### config.mk
export PLATFORM = sky130hd
export DESIGN_NAME = hack_cpu_mc
export DESIGN_NICKNAME = d
export VERILOG_FILES = /design/src/rtl/hack_cpu_mc.sv
export SDC_FILE = /design/constraint.sdc
export NUM_CORES = 1
export LEC_CHECK = 0
export CAP_MARGIN = 20
export CORE_ASPECT_RATIO = 0.6
export CORE_MARGIN = 2
export CORE_UTILIZATION = 35
export CTS_BUF_LIST = sky130_fd_sc_hd__clkbuf_4 sky130_fd_sc_hd__clkbuf_8 sky130_fd_sc_hd__clkbuf_16
export DETAILED_ROUTE_END_ITERATION = 6
export MAX_ROUTING_LAYER = met4
export PLACE_DENSITY = 0.55
export SLEW_MARGIN = 20
export SYNTH_ARGS = -nofsm -noshare
export SYNTH_HDL_FRONTEND = slang
export SYNTH_SLANG_ARGS = --single-unit
### constraint.sdc
create_clock -name clk -period 6.1 [get_ports clk]
set_input_delay 1.22 -clock clk [delete_from_list [all_inputs] [get_ports clk]]
set_output_delay 1.22 -clock clk [all_outputs]
set_load 0.01 [all_outputs]
### src/rtl/hack_cpu_mc.sv
// Multi-cycle Hack CPU: FETCH/DECODE/EXEC/SETTLE/WAIT sequencer with a slow MMIO window.
// Optional retired-instruction counter behind `HACK_CPU_RETIRE_CNT_EN.
module hack_cpu_mc #(
    parameter int                WIDTH     = 16,
    parameter int                PC_WIDTH  = 15,
    parameter logic [WIDTH-1:0]  SLOW_LO   = 16'h4000,
    parameter logic [WIDTH-1:0]  SLOW_HI   = 16'h5FFF,
    parameter int unsigned       MMIO_WAIT = 2
) (
    input  logic                clk,
    input  logic                reset_n,
    input  logic [WIDTH-1:0]    instruction,
    input  logic                instr_valid,
    input  logic                halt,
    input  logic                mem_busy,
    input  logic [WIDTH-1:0]    mem_rdata,
    output logic                mem_load,
    output logic [WIDTH-1:0]    mem_address,
    output logic [WIDTH-1:0]    mem_wdata,
    output logic [PC_WIDTH-1:0] prog_counter,
`ifdef HACK_CPU_RETIRE_CNT_EN
    output logic                halted,
    output logic [31:0]         retired
`else
    output logic                halted
`endif
);

    localparam int CW = (MMIO_WAIT < 2) ? 1 : $clog2(MMIO_WAIT + 1);

    typedef enum logic [2:0] {
        S_FETCH,
        S_DECODE,
        S_EXEC,
        S_SETTLE,
        S_WAIT
    } state_t;

    state_t              r_state;
    state_t              w_state_nx;
    logic [WIDTH-1:0]    r_a;
    logic [WIDTH-1:0]    r_d;
    logic [WIDTH-1:0]    r_ir;
    logic [WIDTH-1:0]    r_mdr;
    logic [WIDTH-1:0]    r_x;
    logic [WIDTH-1:0]    r_y;
    logic [5:0]          r_ctl;
    logic [PC_WIDTH-1:0] r_pc;
    logic [CW-1:0]       r_cnt;
    logic                r_halted;

    logic [WIDTH-1:0]    w_x0;
    logic [WIDTH-1:0]    w_x1;
    logic [WIDTH-1:0]    w_y0;
    logic [WIDTH-1:0]    w_y1;
    logic [WIDTH-1:0]    w_f;
    logic [WIDTH-1:0]    w_out;
    logic                w_zero;
    logic                w_neg;
    logic                w_slow;
    logic                w_stall;
    logic                w_jump;
    logic                w_is_c;
    logic                w_fetch_go;
    logic [PC_WIDTH-1:0] w_pc_inc;

    // ALU operands are latched at DECODE, so the result is stable for the whole EXEC stall.
    assign w_x0   = r_ctl[5] ? '0 : r_x;
    assign w_x1   = r_ctl[4] ? ~w_x0 : w_x0;
    assign w_y0   = r_ctl[3] ? '0 : r_y;
    assign w_y1   = r_ctl[2] ? ~w_y0 : w_y0;
    assign w_f    = r_ctl[1] ? (w_x1 + w_y1) : (w_x1 & w_y1);
    assign w_out  = r_ctl[0] ? ~w_f : w_f;
    assign w_zero = (w_out == '0);
    assign w_neg  = w_out[WIDTH-1];

    assign w_is_c     = r_ir[WIDTH-1];
    assign w_slow     = (r_a >= SLOW_LO) && (r_a <= SLOW_HI);
    assign w_stall    = r_ir[3] && w_slow && mem_busy;
    assign w_jump     = (r_ir[2] && w_neg) || (r_ir[1] && w_zero) ||
                        (r_ir[0] && !w_neg && !w_zero);
    assign w_fetch_go = !halt && instr_valid;
    assign w_pc_inc   = r_pc + PC_WIDTH'(1);

    assign mem_load     = reset_n && (r_state == S_EXEC) && r_ir[3];
    assign mem_address  = r_a;
    assign mem_wdata    = w_out;
    assign prog_counter = r_pc;
    assign halted       = r_halted;

    always_ff @(posedge clk or negedge reset_n) begin
        if (!reset_n) r_state <= S_FETCH;
        else          r_state <= w_state_nx;
    end

    always_comb begin
        w_state_nx = r_state;
        unique case (r_state)
            S_FETCH:  if (w_fetch_go) w_state_nx = S_DECODE;
            S_DECODE: w_state_nx = w_is_c ? S_EXEC : S_SETTLE;
            S_EXEC:   if (!w_stall) w_state_nx = S_SETTLE;
            S_SETTLE: begin
                if (!w_slow)
                    w_state_nx = S_FETCH;
                else if (!mem_busy)
                    w_state_nx = (MMIO_WAIT == 0) ? S_FETCH : S_WAIT;
            end
            S_WAIT:   if (r_cnt == CW'(1)) w_state_nx = S_FETCH;
            default:  w_state_nx = S_FETCH;
        endcase
    end

    always_ff @(posedge clk or negedge reset_n) begin
        if (!reset_n) begin
            r_a      <= '0;
            r_d      <= '0;
            r_ir     <= '0;
            r_mdr    <= '0;
            r_x      <= '0;
            r_y      <= '0;
            r_ctl    <= '0;
            r_pc     <= '0;
            r_cnt    <= '0;
            r_halted <= 1'b0;
        end else begin
            unique case (r_state)
                S_FETCH: begin
                    r_halted <= halt;
                    if (w_fetch_go) begin
                        r_ir  <= instruction;
                        r_mdr <= mem_rdata;
                    end
                end
                S_DECODE: begin
                    if (!w_is_c) begin
                        r_a  <= r_ir;
                        r_pc <= w_pc_inc;
                    end else begin
                        r_ctl <= r_ir[11:6];
                        r_x   <= r_d;
                        r_y   <= r_ir[12] ? r_mdr : r_a;
                    end
                end
                S_EXEC: begin
                    // Jump target and memory address both use A as it was before this commit.
                    if (!w_stall) begin
                        if (r_ir[5]) r_a <= w_out;
                        if (r_ir[4]) r_d <= w_out;
                        r_pc <= w_jump ? r_a[PC_WIDTH-1:0] : w_pc_inc;
                    end
                end
                S_SETTLE: if (w_slow && !mem_busy) r_cnt <= CW'(MMIO_WAIT);
                S_WAIT:   r_cnt <= r_cnt - CW'(1);
                default:  ;
            endcase
        end
    end

`ifdef HACK_CPU_RETIRE_CNT_EN
    logic [31:0] r_retired;
    assign retired = r_retired;

    always_ff @(posedge clk or negedge reset_n) begin
        if (!reset_n)
            r_retired <= '0;
        else if (((r_state == S_DECODE) && !w_is_c) || ((r_state == S_EXEC) && !w_stall))
            r_retired <= r_retired + 32'd1;
    end
`endif

endmodule

Word level (Yosys, flattened, before mapping)
Cells that the tools add are included.
Storage, ports and cells
  bits in registers: 123
  input bits: 37
  word-level logic and storage cells: 85
Operators by class
  add/sub/neg operators: 3
  order comparisons: 2
  equal/unequal tests: 12
  muxes and demuxes: 24
  bitwise gates (word level): 5
  reduce and logical (&&, ||, !) cells: 28
Operators by type and width (count)
  2-to-1 mux 16 bit: 10
  inverter 16 bit: 3
  2-to-1 mux 15 bit: 3
  one-hot mux 16 bit (2 select lines): 1
  one-hot mux 15 bit (2 select lines): 1
  adder 16 bit: 1
  AND 16 bit: 1
  greater-or-equal comparator 16 x 15 -> 1 bit (second input constant): 1
  less-or-equal comparator 16 x 15 -> 1 bit (second input constant): 1
  logical NOT 16 bit: 1
  adder 15 x 1 -> 15 bit (second input constant): 1
  2-to-1 mux 3 bit: 5
  one-hot mux 3 bit (5 select lines): 1
  inequality test 2 bit (second input constant): 6
  logical AND 1 bit: 11
  AND reduction 4 bit: 2
  equality test 3 x 2 -> 1 bit (second input constant): 2
  AND reduction 2 bit: 3
  AND reduction 3 bit: 2
  logical NOT 1 bit: 4
  one-hot mux 2 bit (2 select lines): 1
  nonzero test 2 bit: 2
  equality test 3 x 1 -> 1 bit (second input constant): 1
  equality test 3 bit (second input constant): 1
  other kinds (8): 9

Logic depth before layout (Yosys ltp)
Gate-level depths: netlist of the first run.
  depth after elaboration: 14
  depth in mapped cells: 18
  depth with buffers taken out: 16

Worst setup path after synthesis of the first run
No wires, ideal clock.
  path kind: reg-to-output
  from: register r_ctl[4]
  to: output mem_wdata[15]
  arrival time: 3.356 ns
  data required time: 4.880 ns
  path slack: 1.524 ns
  stages on the path, launching flop included: 13
  buffers on the path: 3
  cell sequence: dfrtp_1 -> clkbuf_1 -> clkbuf_1 -> xnor2_1 -> ha_1 -> clkbuf_1 -> and4_1 -> o21a_1 -> a21o_1 -> or4b_1 -> o21ai_1 -> o22ai_1 -> xnor2_1
On the way
  longest elaborated chain between the ends: 5
Ends and longest elaborated chain
  from (decl): RTL line 47  | logic [5:0] r_ctl;
  from (signal assigned): RTL line 139  | r_ctl <= r_ir[11:6];
  2-to-1 mux 16 bit (*): RTL line 69  | assign w_x1 = r_ctl[4] ? ~w_x0 : w_x0;
  adder 16 bit or AND 16 bit (tied branches): RTL line 72  | assign w_f = r_ctl[1] ? (w_x1 + w_y1) : (w_x1 & w_y1);
  2-to-1 mux 16 bit (*): RTL line 72
  inverter 16 bit: RTL line 73  | assign w_out = r_ctl[0] ? ~w_f : w_f;
  2-to-1 mux 16 bit (*): RTL line 73
  to (decl): RTL line 19  | output logic [WIDTH-1:0] mem_wdata,
Every way passes the cells marked *; elsewhere a longest branch is shown, timed or not.

Worst setup path in the final report of the first run
  from: register r_ctl[2]
  to: output mem_wdata[15]
On the way
  longest elaborated chain between the ends: 5
Ends and longest elaborated chain
  2-to-1 mux 16 bit (*): RTL line 71  | assign w_y1 = r_ctl[2] ? ~w_y0 : w_y0;
  adder 16 bit or AND 16 bit (tied branches): RTL line 72
  2-to-1 mux 16 bit (*): RTL line 72
  inverter 16 bit: RTL line 73
  2-to-1 mux 16 bit (*): RTL line 73
Marks and branches as above.

==> results.sh, run 1 <==
export IMPL_status="completed"
export IMPL_place_congestion=0.9169
export IMPL_first_global_vias=5574
export IMPL_wl_per_cell_um=18.21
export IMPL_yosys_most_used_dff="dfrtp_1"
export IMPL_io_buffers=85
export IMPL_drc=0
export IMPL_hpwlAfterDp_um=14590
export IMPL_dr_first_iter_drc_count=415
export IMPL_antenna_found_initial=0
export IMPL_tightest_slew_ps=998.6
export IMPL_synth_seq_area_share_pct=42.04
export IMPL_core_mm2=0.02027
export IMPL_dr_pass1_iters=5
export IMPL_overflow=0
export IMPL_min_path_cells=2
export IMPL_max_cap_violations=0
export IMPL_path_max_fanout=17
export IMPL_fin_crit_sh_pct=94.02
export IMPL_ant_nets=0
export IMPL_slew_viol_final=0
export IMPL_grt_pass1_wl_um=32460
export IMPL_fillers=1954
export IMPL_ys_warnings_count=0
export IMPL_r2r_end="prog_counter[9]$_DFFE_PN0P_"
export IMPL_fmax_ghz=0.1744
export IMPL_top_level_ports=86
export IMPL_finalSetupTns_ps=0
export IMPL_critical_path_class="flip-flop to output port"
export IMPL_end_kind="output port"
export IMPL_min_from="r_d[9]$_DFFE_PN0P_"
export IMPL_finClkSkew_ps=9.253
export IMPL_yosysTopAreaCell="dfrtp_1"
export IMPL_path_delay_family="flip-flops"
export IMPL_hold_viol_final=0
export IMPL_period_needed_ps=5735
export IMPL_synth_cell_types=73
export IMPL_slowest_delay_ps=920
export IMPL_crit_slowest_cell="dfrtp_1"
export IMPL_cts_resized=0
export IMPL_initial_utilization_pct=36.12
export IMPL_crit_arrival_ps=4520
export IMPL_cts_setup_buffers=0
export IMPL_slew_headroom_pct=33.43
export IMPL_clk_pin_slew_ps=60
export IMPL_numCtsBuffers=17
export IMPL_rr_startpoint="r_ctl[2]$_DFFE_PN0P_"
export IMPL_num_antenna_cells=0
export IMPL_viasPerCell=5.186
export IMPL_setup_violations=0
export IMPL_cts_sinks=123
export IMPL_grt_use_total_pct=20.18
export IMPL_rsz0062_at_grt="no"
export IMPL_final_cell_mix="123 x dfrtp_1, 84 x clkdlybuf4s50_1, 61 x nand2_1, 57 x mux2_2, 51 x a21oi_1"
export IMPL_async_flop_share_pct=100.0
export IMPL_syn_num_nets=810
export IMPL_die_area_mm2=0.02213
export IMPL_die_y_um=116.0
export IMPL_ctsHoldBuffers=0
export IMPL_synthCells=754
export IMPL_insertion_delay_ps=420
export IMPL_synth_edf_count=0
export IMPL_area_growth_pct=23.19
export IMPL_drive_gt1_share_pct=14.78
export IMPL_syn_area_per_cell_um2=9.711
export IMPL_chipWidth_um=190.7
export IMPL_clockRootBuffer="clkbuf_16"
export IMPL_cts_buffer_depth=2
export IMPL_cpMostUsedCell="xnor2_1"
export IMPL_vias=5767
export IMPL_r2r_cells=16
export IMPL_cp_num_buf_inv=2
export IMPL_regToRegSetupSlack_ps=860
export IMPL_netlist_area_leader_share_pct=42.04
export IMPL_grt_max_degree=60
export IMPL_synth_area_top_cells="dfrtp_1 42%, mux2_2 8.8%, xnor2_1 5.3%"
export IMPL_syn_area_mm2=0.007322
export IMPL_hold_path_end="r_d[9]$_DFFE_PN0P_"
export IMPL_htree_levels=4
export IMPL_rows=40
export IMPL_cp_start_kind="flip-flop"
export IMPL_crit_chain="xnor2_1, ha_1, o211ai_2, o211ai_1, a21o_1, or4b_1, o21ai_1, o22ai_1, xnor2_1, buf_4, clkdlybuf4s50_1"
export IMPL_ys_ff_latch=123
export IMPL_cts_tree="yes"
export IMPL_cp_required_ps=4880
export IMPL_fin_nets=882
export IMPL_drt_total_wl_um=20250
export IMPL_min_path_type="flip-flop to flip-flop"
export IMPL_final_common_cell="dfrtp_1"
-- worst max-delay path by stage --
stage,cells after the start,start,to,slack (ps)
2_1_floorplan,12,r_ctl[4]$_DFFE_PN0P_,mem_wdata[15],1520
3_3_place_gp,11,r_ctl[2]$_DFFE_PN0P_,mem_wdata[15],900
3_5_place_dp,11,r_ctl[2]$_DFFE_PN0P_,mem_wdata[15],850
4_1_cts,11,r_ctl[2]$_DFFE_PN0P_,mem_wdata[15],380
5_1_grt,11,r_ctl[2]$_DFFE_PN0P_,mem_wdata[15],60
6_report,11,r_ctl[2]$_DFFE_PN0P_,mem_wdata[15],360
-- tightest hold or removal path: stages (launching register included) --
cell,delay (ps)
dfrtp_1,340
nand2_1,50
o21ai_0,60
-- state kept, by name, summed over array words and instances, names as in the netlist --
| register | count |
|---|---|
| mem_address | 16 |
| r_d | 16 |
| r_y | 16 |
| halted | 1 |
| r_cnt | 2 |
| r_ctl | 6 |
| prog_counter | 15 |
| r_state | 3 |
| r_ir | 16 |
| r_x | 16 |
| r_mdr | 16 |
-- synth_stat cells (5+ instances only) --
| cell type | n |
|---|---|
| dfrtp_1 | 123 |
| nand2_1 | 61 |
| mux2_2 | 57 |
| a21oi_1 | 51 |
| nor2_1 | 48 |
| xnor2_1 | 44 |
| mux2i_1 | 38 |
| o21ai_0 | 37 |
| clkbuf_1 | 34 |
| nand2b_1 | 34 |
| inv_1 | 33 |
| ha_1 | 18 |
| nand3_1 | 17 |
| a2bb2oi_1 | 13 |
| and3_1 | 13 |
| nor3_1 | 13 |
| a21o_1 | 8 |
| buf_1 | 7 |
| a31oi_1 | 6 |
| nand4_1 | 5 |
| nor2b_1 | 5 |
| nor4_1 | 5 |
| o21ai_1 | 5 |
-- cell type report --
type / instances / area, µm² / share of cell area (%)
multi-input combinational: 547 / 3901 / 43.25
clock inverter: 13 / 141.4 / 1.567
timing repair buffer: 101 / 975.9 / 10.82
clock buffer: 19 / 446.7 / 4.952
inverter: 36 / 135.1 / 1.498
sequential: 123 / 3078 / 34.12
tap: 273 / 341.6 / 3.787
-- routing by layer --
metal	up-vias	GRT usage [%]	share of wire [%]
li1	2803	-	-
met1	2809	31.57	55
met5	-	-	0
met3	9	5.300	6.5
met4	0	4.083	0.53
met2	146	25.09	38
-- kinds of logic (layout without fill, tap and decap cells) --
logic type	Yosys count	in the layout	share of synthesized area [%]
simple gates	223	223	15.36
compound gates	162	162	14.54
flops	123	123	42.04
mux	96	96	14.17
buf+inv	84	169	4.819
xor+xnor	47	47	5.725
fa+ha+maj	19	19	3.349
-- through the flow --
| stage | area, µm² | hold WS (ps) | util [%] | worst slack, ps | std cells |
|---|---|---|---|---|---|
| 2_1_floorplan | 7322 | 442.9 | - | 1524 | 754 |
| 3_3_place_gp | 8417 | 462.6 | 41.52 | 902.2 | 1079 |
| 3_5_place_dp | 8417 | 468.0 | 41.52 | 854.9 | 1079 |
| 4_1_cts | 9005 | 481.2 | 44.43 | 377.2 | 1111 |
| 5_1_grt | 9020 | 497.9 | 44.50 | 55.56 | 1112 |
| 6_report | 9020 | 478.3 | 44.50 | 364.7 | 1112 |
Power of run 1 is not shown: default switching activity piles up to over one toggle a cycle in this logic, so the estimate is an artifact.
==> run 2, diff against run 1 <==
- CORE_MARGIN: 2 -> unset
==> results.sh, run 2 (synthesized netlist as in run 1, its figures left out) <==
export IMPL_numCtsBuffers=17
export IMPL_drt_total_wl_um=20600
export IMPL_io_buffers=85
export IMPL_core_mm2=0.02027
export IMPL_r2r_cells=16
export IMPL_chipWidth_um=188.7
export IMPL_hold_viol_final=0
export IMPL_finalSetupTns_ps=0
export IMPL_vias=5795
export IMPL_overflow=0
export IMPL_path_depth=11
export IMPL_die_y_um=114.0
export IMPL_ctsHoldBuffers=0
export IMPL_cts_tree="yes"
export IMPL_crit_arrival_ps=4300
export IMPL_area_growth_pct=23.38
export IMPL_cts_setup_buffers=0
export IMPL_num_antenna_cells=0
export IMPL_tightest_slew_ps=1021
export IMPL_cp_required_ps=4880
export IMPL_slowest_delay_ps=810
export IMPL_min_path_cells=2
export IMPL_cts_resized=0
export IMPL_grt_use_total_pct=20.73
export IMPL_viasPerCell=5.221
export IMPL_ant_nets=0
export IMPL_drive_gt1_share_pct=14.70
export IMPL_stdcell_count=1110
export IMPL_final_common_cell="dfrtp_1"
export IMPL_setup_violations=0
export IMPL_path_delay_family="compound AO/OA/AOI/OAI gates"
export IMPL_status="completed"
export IMPL_finClkSkew_ps=9.332
export IMPL_clk_pin_slew_ps=60
export IMPL_cp_num_buf_inv=2
export IMPL_clockRootBuffer="clkbuf_16"
export IMPL_crit_slowest_cell="dfrtp_1"
export IMPL_rsz0062_at_grt="no"
export IMPL_antenna_found_initial=0
export IMPL_crit_chain="xnor2_1, ha_1, inv_1, fa_1, and2b_1, o31ai_2, a211o_1, a2111o_1, nand4_1, and2_1, clkdlybuf4s50_1"
export IMPL_dr_pass1_iters=5
export IMPL_cts_sinks=123
export IMPL_fin_nets=881
export IMPL_cts_buffer_depth=2
export IMPL_dp_cells=1079
export IMPL_cp_start_kind="flip-flop"
export IMPL_r2r_end="prog_counter[13]$_DFFE_PN0P_"
export IMPL_grt_max_degree=64
export IMPL_critical_path_class="flip-flop to output port"
export IMPL_htree_levels=4
export IMPL_stdcell_area_mm2=0.009034
export IMPL_crit_path_start="r_ctl[4]$_DFFE_PN0P_"
export IMPL_insertion_delay_ps=420
export IMPL_fin_util_pct=44.57
export IMPL_regToRegSetupSlack_ps=1060
export IMPL_grt_pass1_wl_um=32780
export IMPL_hpwlAfterDp_um=14780
export IMPL_wl_per_cell_um=18.56
export IMPL_path_max_fanout=14
export IMPL_place_congestion=0.8704
export IMPL_fin_crit_sh_pct=90.52
export IMPL_dr_first_iter_drc_count=455
export IMPL_rows=40
export IMPL_min_path_type="flip-flop to flip-flop"
export IMPL_initial_utilization_pct=36.12
export IMPL_first_global_vias=5573
export IMPL_slew_viol_final=0
export IMPL_rr_startpoint="r_ctl[4]$_DFFE_PN0P_"
export IMPL_crit_path_end="mem_wdata[14]"
export IMPL_fmax_ghz=0.1811
export IMPL_drc=0
export IMPL_place_area_mm2=0.008417
export IMPL_die_area_mm2=0.02152
export IMPL_period_needed_ps=5522
export IMPL_max_cap_violations=0
export IMPL_end_kind="output port"
export IMPL_final_cell_mix="122 x dfrtp_1, 84 x clkdlybuf4s50_1, 61 x nand2_1, 57 x mux2_2, 51 x a21oi_1"
export IMPL_top_level_ports=86
export IMPL_slew_headroom_pct=31.93
[run 2: how the worst min path moves through the flow]
stage	startpoint	end	slack (ps)
2_1_floorplan	r_d[11]$_DFFE_PN0P_	r_d[11]$_DFFE_PN0P_	440
3_3_place_gp	r_d[6]$_DFFE_PN0P_	r_d[6]$_DFFE_PN0P_	460
3_5_place_dp	r_d[5]$_DFFE_PN0P_	r_d[5]$_DFFE_PN0P_	470
4_1_cts	r_d[5]$_DFFE_PN0P_	r_d[5]$_DFFE_PN0P_	480
5_1_grt	r_d[8]$_DFFE_PN0P_	r_d[8]$_DFFE_PN0P_	490
6_report	r_d[8]$_DFFE_PN0P_	r_d[8]$_DFFE_PN0P_	480
[run 2: cell type report]
cell class | count | area [µm²]
timing repair buffer | 100 | 960.9
sequential | 123 | 3079
fill | 1951 | 11240
multi-input combinational | 547 | 3901
inverter | 36 | 135.1
tap | 273 | 341.6
clock inverter | 12 | 162.7
clock buffer | 19 | 452.9
[run 2: per-stage QoR]
step	hold WS, ps	setup slack, ps
6_report	476.9	578.5
5_1_grt	489.6	383.3
4_1_cts	478.4	590.4
3_5_place_dp	465.5	1053
3_3_place_gp	463.0	1115
2_1_floorplan	442.9	1524
[run 2: layer usage]
layer  wire length [µm]  global-route usage (%)  share of wire (%)
met5                  0                       -                  0
met4                188                   4.624               0.91
met3               1097                   4.277                5.3
met1              11510                   33.20                 56
met2               7812                   25.49                 38
[run 2: worst min-delay path, cell delays in order (launching register included)]
cell and delay (ps):
dfrtp_1 340, nand2_1 40, o21ai_0 60
Power of run 2 is left out for the same reason.
